<file path="src/rtl/reg_writeback_if.sv">
// Bus bundle for the register-file write-side driver: ALU result stream,
// load issue/return streams, register-file write port and scoreboard outputs.
interface reg_writeback_if #(
    parameter int DATA_WIDTH    = 32,
    parameter int ADDRESS_WIDTH = 5
);
    logic                          alu_valid;
    logic [ADDRESS_WIDTH-1:0]      alu_rd;
    logic [DATA_WIDTH-1:0]         alu_data;
    logic                          ld_issue;
    logic [ADDRESS_WIDTH-1:0]      ld_issue_rd;
    logic                          ld_valid;
    logic                          ld_ready;
    logic [ADDRESS_WIDTH-1:0]      ld_rd;
    logic [DATA_WIDTH-1:0]         ld_data;
    logic                          WE3;
    logic [ADDRESS_WIDTH-1:0]      AD3;
    logic [DATA_WIDTH-1:0]         WD3;
    logic [2**ADDRESS_WIDTH-1:0]   rd_pending;
    logic [15:0]                   blocked_cnt;

    modport slave (
        input  alu_valid, alu_rd, alu_data,
        input  ld_issue, ld_issue_rd,
        input  ld_valid, ld_rd, ld_data,
        output ld_ready,
        output WE3, AD3, WD3,
        output rd_pending, blocked_cnt
    );

    modport master (
        output alu_valid, alu_rd, alu_data,
        output ld_issue, ld_issue_rd,
        output ld_valid, ld_rd, ld_data,
        input  ld_ready,
        input  WE3, AD3, WD3,
        input  rd_pending, blocked_cnt
    );
endinterface

</file>
<file path="src/rtl/reg_writeback.sv">
// Register-file write driver: ALU results take priority, loads wait in a small FIFO.
// Optional macro WB_BLOCKED_CNT_EN enables the saturating load-blocked cycle counter.
module reg_writeback #(
    parameter int DATA_WIDTH    = 32,
    parameter int ADDRESS_WIDTH = 5,
    parameter int FIFO_DEPTH    = 2
) (
    input  logic            clk,
    input  logic            rst,
    reg_writeback_if.slave  wb
);
    localparam int NREG = 2**ADDRESS_WIDTH;
    localparam int PW   = $clog2(FIFO_DEPTH);
    localparam int CW   = PW + 1;
    localparam logic [CW-1:0] DEPTH_C = CW'(FIFO_DEPTH);

    logic [ADDRESS_WIDTH-1:0] fifo_rd_q   [FIFO_DEPTH];
    logic [DATA_WIDTH-1:0]    fifo_data_q [FIFO_DEPTH];

    logic [PW-1:0]            wr_ptr_q, wr_ptr_d;
    logic [PW-1:0]            rd_ptr_q, rd_ptr_d;
    logic [CW-1:0]            count_q, count_d;
    logic                     we_q, we_d;
    logic [ADDRESS_WIDTH-1:0] ad_q, ad_d;
    logic [DATA_WIDTH-1:0]    wd_q, wd_d;
    logic [NREG-1:0]          pend_q, pend_d;

    logic                     enq;
    logic                     deq;
    logic [ADDRESS_WIDTH-1:0] head_rd;
    logic [DATA_WIDTH-1:0]    head_data;

    // Readiness looks only at the registered count, so a full FIFO refuses even on a dequeue cycle.
    assign wb.ld_ready = !rst && (count_q < DEPTH_C);

    always_comb begin
        enq       = wb.ld_valid && wb.ld_ready;
        deq       = !wb.alu_valid && (count_q != '0);
        head_rd   = fifo_rd_q[rd_ptr_q];
        head_data = fifo_data_q[rd_ptr_q];

        we_d = 1'b0;
        ad_d = ad_q;
        wd_d = wd_q;
        if (wb.alu_valid) begin
            we_d = (wb.alu_rd != '0);
            ad_d = wb.alu_rd;
            wd_d = wb.alu_data;
        end else if (deq) begin
            we_d = (head_rd != '0);
            ad_d = head_rd;
            wd_d = head_data;
        end

        wr_ptr_d = enq ? wr_ptr_q + PW'(1) : wr_ptr_q;
        rd_ptr_d = deq ? rd_ptr_q + PW'(1) : rd_ptr_q;
        count_d  = count_q + CW'(enq) - CW'(deq);

        // Clear before set so a same-cycle issue to the dequeued register stays pending.
        pend_d = pend_q;
        if (deq && head_rd != '0) begin
            pend_d[head_rd] = 1'b0;
        end
        if (wb.ld_issue && wb.ld_issue_rd != '0) begin
            pend_d[wb.ld_issue_rd] = 1'b1;
        end
        pend_d[0] = 1'b0;
    end

    always_ff @(posedge clk) begin
        if (rst) begin
            wr_ptr_q <= '0;
            rd_ptr_q <= '0;
            count_q  <= '0;
            we_q     <= 1'b0;
            ad_q     <= '0;
            wd_q     <= '0;
            pend_q   <= '0;
        end else begin
            wr_ptr_q <= wr_ptr_d;
            rd_ptr_q <= rd_ptr_d;
            count_q  <= count_d;
            we_q     <= we_d;
            ad_q     <= ad_d;
            wd_q     <= wd_d;
            pend_q   <= pend_d;
        end
    end

    always_ff @(posedge clk) begin
        if (enq) begin
            fifo_rd_q[wr_ptr_q]   <= wb.ld_rd;
            fifo_data_q[wr_ptr_q] <= wb.ld_data;
        end
    end

    assign wb.WE3        = we_q;
    assign wb.AD3        = ad_q;
    assign wb.WD3        = wd_q;
    assign wb.rd_pending = pend_q;

`ifdef WB_BLOCKED_CNT_EN
    logic [15:0] blk_q, blk_d;

    always_comb begin
        blk_d = blk_q;
        if (wb.alu_valid && count_q != '0 && blk_q != 16'hFFFF) begin
            blk_d = blk_q + 16'd1;
        end
    end

    always_ff @(posedge clk) begin
        if (rst) begin
            blk_q <= '0;
        end else begin
            blk_q <= blk_d;
        end
    end

    assign wb.blocked_cnt = blk_q;
`else
    assign wb.blocked_cnt = '0;
`endif
endmodule

</file>
<file path="src/flat_wrapper.sv">
// flat-port wrapper written by rule: the top's interface ports become plain ports
module reg_writeback_flat 
#(
    parameter int DATA_WIDTH    = 32,
    parameter int ADDRESS_WIDTH = 5,
    parameter int FIFO_DEPTH    = 2
)
  (clk, rst, wb_alu_valid, wb_alu_rd, wb_alu_data, wb_ld_issue, wb_ld_issue_rd, wb_ld_valid, wb_ld_rd, wb_ld_data, wb_ld_ready, wb_WE3, wb_AD3, wb_WD3, wb_rd_pending, wb_blocked_cnt);
  reg_writeback_if #(.DATA_WIDTH(DATA_WIDTH), .ADDRESS_WIDTH(ADDRESS_WIDTH)) wb_i ();
  input  logic clk;
  input  logic rst;
  input wire logic [$bits(wb_i.alu_valid)-1:0] wb_alu_valid;
  input wire logic [$bits(wb_i.alu_rd)-1:0] wb_alu_rd;
  input wire logic [$bits(wb_i.alu_data)-1:0] wb_alu_data;
  input wire logic [$bits(wb_i.ld_issue)-1:0] wb_ld_issue;
  input wire logic [$bits(wb_i.ld_issue_rd)-1:0] wb_ld_issue_rd;
  input wire logic [$bits(wb_i.ld_valid)-1:0] wb_ld_valid;
  input wire logic [$bits(wb_i.ld_rd)-1:0] wb_ld_rd;
  input wire logic [$bits(wb_i.ld_data)-1:0] wb_ld_data;
  output wire logic [$bits(wb_i.ld_ready)-1:0] wb_ld_ready;
  output wire logic [$bits(wb_i.WE3)-1:0] wb_WE3;
  output wire logic [$bits(wb_i.AD3)-1:0] wb_AD3;
  output wire logic [$bits(wb_i.WD3)-1:0] wb_WD3;
  output wire logic [$bits(wb_i.rd_pending)-1:0] wb_rd_pending;
  output wire logic [$bits(wb_i.blocked_cnt)-1:0] wb_blocked_cnt;
  assign wb_i.alu_valid = wb_alu_valid;
  assign wb_i.alu_rd = wb_alu_rd;
  assign wb_i.alu_data = wb_alu_data;
  assign wb_i.ld_issue = wb_ld_issue;
  assign wb_i.ld_issue_rd = wb_ld_issue_rd;
  assign wb_i.ld_valid = wb_ld_valid;
  assign wb_i.ld_rd = wb_ld_rd;
  assign wb_i.ld_data = wb_ld_data;
  assign wb_ld_ready = wb_i.ld_ready;
  assign wb_WE3 = wb_i.WE3;
  assign wb_AD3 = wb_i.AD3;
  assign wb_WD3 = wb_i.WD3;
  assign wb_rd_pending = wb_i.rd_pending;
  assign wb_blocked_cnt = wb_i.blocked_cnt;
  reg_writeback #(.DATA_WIDTH(DATA_WIDTH), .ADDRESS_WIDTH(ADDRESS_WIDTH), .FIFO_DEPTH(FIFO_DEPTH)) u_core (.clk(clk), .rst(rst), .wb(wb_i));
endmodule
</file>
<file path="config.mk">
export PLATFORM = sky130hd
export DESIGN_NAME = reg_writeback_flat
export DESIGN_NICKNAME = d
export VERILOG_FILES = /design/src/rtl/reg_writeback_if.sv /design/src/rtl/reg_writeback.sv /design/src/flat_wrapper.sv
export SDC_FILE = /design/constraint.sdc
export NUM_CORES = 1
export LEC_CHECK = 0
export ABC_AREA = 1
export CAP_MARGIN = 5
export CORE_ASPECT_RATIO = 0.6
export CORE_MARGIN = 4
export CORE_UTILIZATION = 54
export CTS_CLUSTER_SIZE = 30
export DETAILED_ROUTE_END_ITERATION = 7
export DONT_BUFFER_PORTS = 1
export HOLD_SLACK_MARGIN = 0.05
export PLACE_DENSITY = 0.7
export SYNTH_ARGS = -nofsm -noshare
export SYNTH_HDL_FRONTEND = slang
export SYNTH_SLANG_ARGS = --single-unit
</file>
<file path="constraint.sdc">
create_clock -name clk -period 4.1 [get_ports clk]
set_input_delay 0.41 -clock clk [delete_from_list [all_inputs] [get_ports clk]]
set_output_delay 0.41 -clock clk [all_outputs]
set_load 0.02 [all_outputs]
</file>
==> metrics.csv <==
stage;metric;value;unit
global_routing;grt_start_max_net_pins;46;
detailed_routing;ant_nets;0;
floorplan;die-area;13100;um^2
worst_setup_path;r2r-start;u_core.count_q[1]$_SDFF_PP0_;
placement;hpwl;10300;um
cts;numCtsBuffers;17;
power;power.leakage;0.00252;uW
cts;post_cts_buffers;0;
yosys;ys_ff_latch;148;
yosys;seq_area_frac_synth;60.8;%
cts;htree_levels;4;
layout;nets;718;
yosys;yosysTopAreaCell;edfxtp_1;
hold_path;worstHoldPathCells;1;
worst_setup_path;r2r_slack;1.75;ns
yosys;synth-edff-count;74;
worst_setup_path;worstSetupPathType;flop to flop;
layout;utilization;62.4;%
power;vdd_drop_max;0.000337;V
worst_setup_path;end_kind;flop;
cts;cts.sinks;148;
layout;drive_gt1_share;9.15;%
yosys;synth_ff_type;edfxtp_1;
yosys;ys_warn_count;0;
placement;dp_slack;1.71;ns
global_routing;grt_antenna_before_repair;0;
global_routing;grt_pass1_wl;22800;um
detailed_routing;dr.pass1.iters;5;
cts;cts-root-buf;clkbuf_16;
detailed_routing;via_count;4510;
sta;whs;0.0792;ns
yosys;ys_async_sr_fraction;0;%
sta;worst_pin_slew;1.12;ns
yosys;netlist_instances;643;
global_routing;grt_overflow_total;0;
worst_setup_path;required;4.12;ns
floorplan;fp.dieW;145;um
run_status;outcome;completed;
sta;rsz0062_at_grt;false;
cts;cts_buffer_depth;2;
cts;clk_pin_slew;0.06;ns
worst_setup_path;reg2reg_depth;3;
detailed_routing;drt_iter0_drc;382;
hold_path;min_to;u_core.wb.AD3[3]$_SDFFE_PP0P_;
sta;setup_viol;0;
placement;gp_congestion;0.863;
detailed_routing;drcViolationCount;0;
detailed_routing;wl_per_cell;19.2;um
floorplan;initial_utilization;56.5;%
floorplan;io-pin-count;171;
worst_setup_path;startpoint_type;flop;
detailed_routing;wirelength;15100;um
sta;drv_slew;0;
floorplan;core_area;10800;um^2
layout;fillers;862;
hold_path;worstHoldStart;rst;
yosys;ys_top_cells_by_area;edfxtp_1 37%, dfxtp_1 24%, nand2_1 8.8%, a21oi_1 5.5%, nor2_1 4.2%;
sta;max_slew_margin;25.1;%
global_routing;first_global_vias;4194;
detailed_routing;viasPerCell;5.75;
sta;fmax;426;MHz
placement;io_buffers;0;
worst_setup_path;crit_path_max_fanout;38;
floorplan;die_h;90.2;um
layout;syn_to_final_growth;10.5;%
worst_setup_path;crit_arrival;2.37;ns
cts;post_cts_resized;0;
yosys;syn_area;6090;um^2
power;power.density;645;nW/um^2
sta;tns;0;ns
hold_path;min_path_type;input port to flop;
cts;cts_tree;built;
sta;setup_slack;1.75;ns
floorplan;rows;29;
cts;insertion_delay;0.41;ns
worst_setup_path;reg2reg_to;u_core.fifo_data_q[1][6]$_DFFE_PP_;
flow_run;maxCapViolations;0;
sta;fin_crit_sh;57.3;%
yosys;yosysUniqueCellTypes;30;
yosys;synth_top_area_share;36.5;%
layout;antenna_cells;0;
sta;skew;0.00951;ns
global_routing;gr-usage-all-layers;22.3;%
sta;hold_viol;0;
sta;post-route-min-period;2.35;ns
yosys;avgSynthCellArea;9.47;um^2
==> stage by stage <==
stage / instances / power [uW] / instance area [um^2]
CTS: 784 / 4350 / 6730
global placement: 751 / 2650 / 6080
finish: 784 / 4340 / 6730
floorplan: 659 / 2530 / 6150
detailed placement: 751 / 2690 / 6080
global route: 784 / 4520 / 6730
==> cell type report <==
type	count	area (um^2)	area share [%]
Timing Repair Buffer	4	32.5	0.483
Sequential cell	148	3700	55.0
Tap cell	139	174	2.58
Multi-Input combinational cell	421	2030	30.2
Clock inverter	14	210	3.12
Inverter	40	150	2.23
Clock buffer	18	429	6.38
==> worst max path at each step <==
| stage | start | endpoint | slack, ns |
|---|---|---|---|
| floorplan | rst | u_core.fifo_data_q[1][0]$_DFFE_PP_ | 1.0 |
| global placement | rst | u_core.fifo_data_q[0][3]$_DFFE_PP_ | 1.75 |
| detailed placement | rst | u_core.fifo_data_q[1][3]$_DFFE_PP_ | 1.71 |
| CTS | u_core.count_q[1]$_SDFF_PP0_ | u_core.fifo_data_q[1][6]$_DFFE_PP_ | 1.72 |
| global route | u_core.count_q[1]$_SDFF_PP0_ | u_core.count_q[1]$_SDFF_PP0_ | 1.58 |
| finish | u_core.count_q[1]$_SDFF_PP0_ | u_core.fifo_data_q[1][6]$_DFFE_PP_ | 1.75 |
==> metal layers <==
layer | GRT usage, % | wire, um
met1 | 28.9 | 6190
met2 | 33.1 | 6580
met3 | 11.0 | 2100
met4 | 6.71 | 189
met5 | 0 | 0
==> cells by family after synthesis <==
group / count (synthesis) / synth area share, %
simple gates: 269 / 18.6
flops: 148 / 60.8
compound gates: 132 / 12.7
buf+inv: 90 / 7.19
fa+ha+maj: 2 / 0.411
xor+xnor: 1 / 0.144
other cells: 1 / 0.0616
==> Yosys cell counts, types with 2 or more instances <==
master	count
inv_1	39
clkbuf_1	18
nand2_1	142
o311ai_0	14
nand2_2	4
o21ai_0	27
buf_6	3
edfxtp_1	74
a221oi_1	6
a31oi_1	3
nor3_1	5
ha_1	2
dfxtp_1	74
buf_2	11
nor4_1	2
nor2_1	68
a21oi_1	67
nand4_1	2
o211ai_1	14
or2_2	14
nand3_2	2
nand3_1	28
buf_4	17
==> state kept, by name, summed over array words and instances, names as in the netlist, named ones only <==
signal                cells
u_core.count_q            2
u_core.fifo_data_q       64
u_core.fifo_rd_q         10
u_core.rd_ptr_q           1
u_core.wb.AD3             5
u_core.wb.WD3            32
u_core.wb.WE3             1
u_core.wb.rd_pending     31
u_core.wr_ptr_q           1
==> critical path: stages (launching register included) <==
cell,delay [ns]
dfxtp_1,0.36
nor2_1,0.41
nand2_1,0.27
nor2_4,0.91
==> report_power, final <==
part / leakage, uW / switching, uW / internal (uW) / total (uW)
registers: 0.00128 / 196 / 1730 / 1920
logic: 0.000939 / 543 / 206 / 749
clock network: 0.000297 / 594 / 1080 / 1670
==> placed cells by master, fill, tap and decap left out, types with 2 or more instances in the layout <==
master	synthesis	final
bufinv_16	0	5
o21ai_0	27	27
buf_4	17	3
nand3_2	2	2
nand2_2	4	4
o311ai_0	14	14
ha_1	2	2
dfxtp_1	74	74
nor3_1	5	4
a21oi_1	67	67
clkinv_4	0	2
edfxtp_1	74	74
nand3_1	28	28
a31oi_1	3	3
clkinv_1	0	2
clkinvlp_4	0	4
conb_1	1	17
clkbuf_16	0	17
nand4_1	2	2
nor2_4	1	3
nor4_1	2	2
nand2_1	142	142
o211ai_1	14	14
nor2_1	68	66
a221oi_1	6	6
or2_2	14	14
inv_1	39	39
==> what timing repair did <==
item,in CTS,in global routing
hold buffers,1,0
endpoints found under the hold margin,1,0
endpoints found under the setup margin,0,0
(Power assumes the default switching activity.)
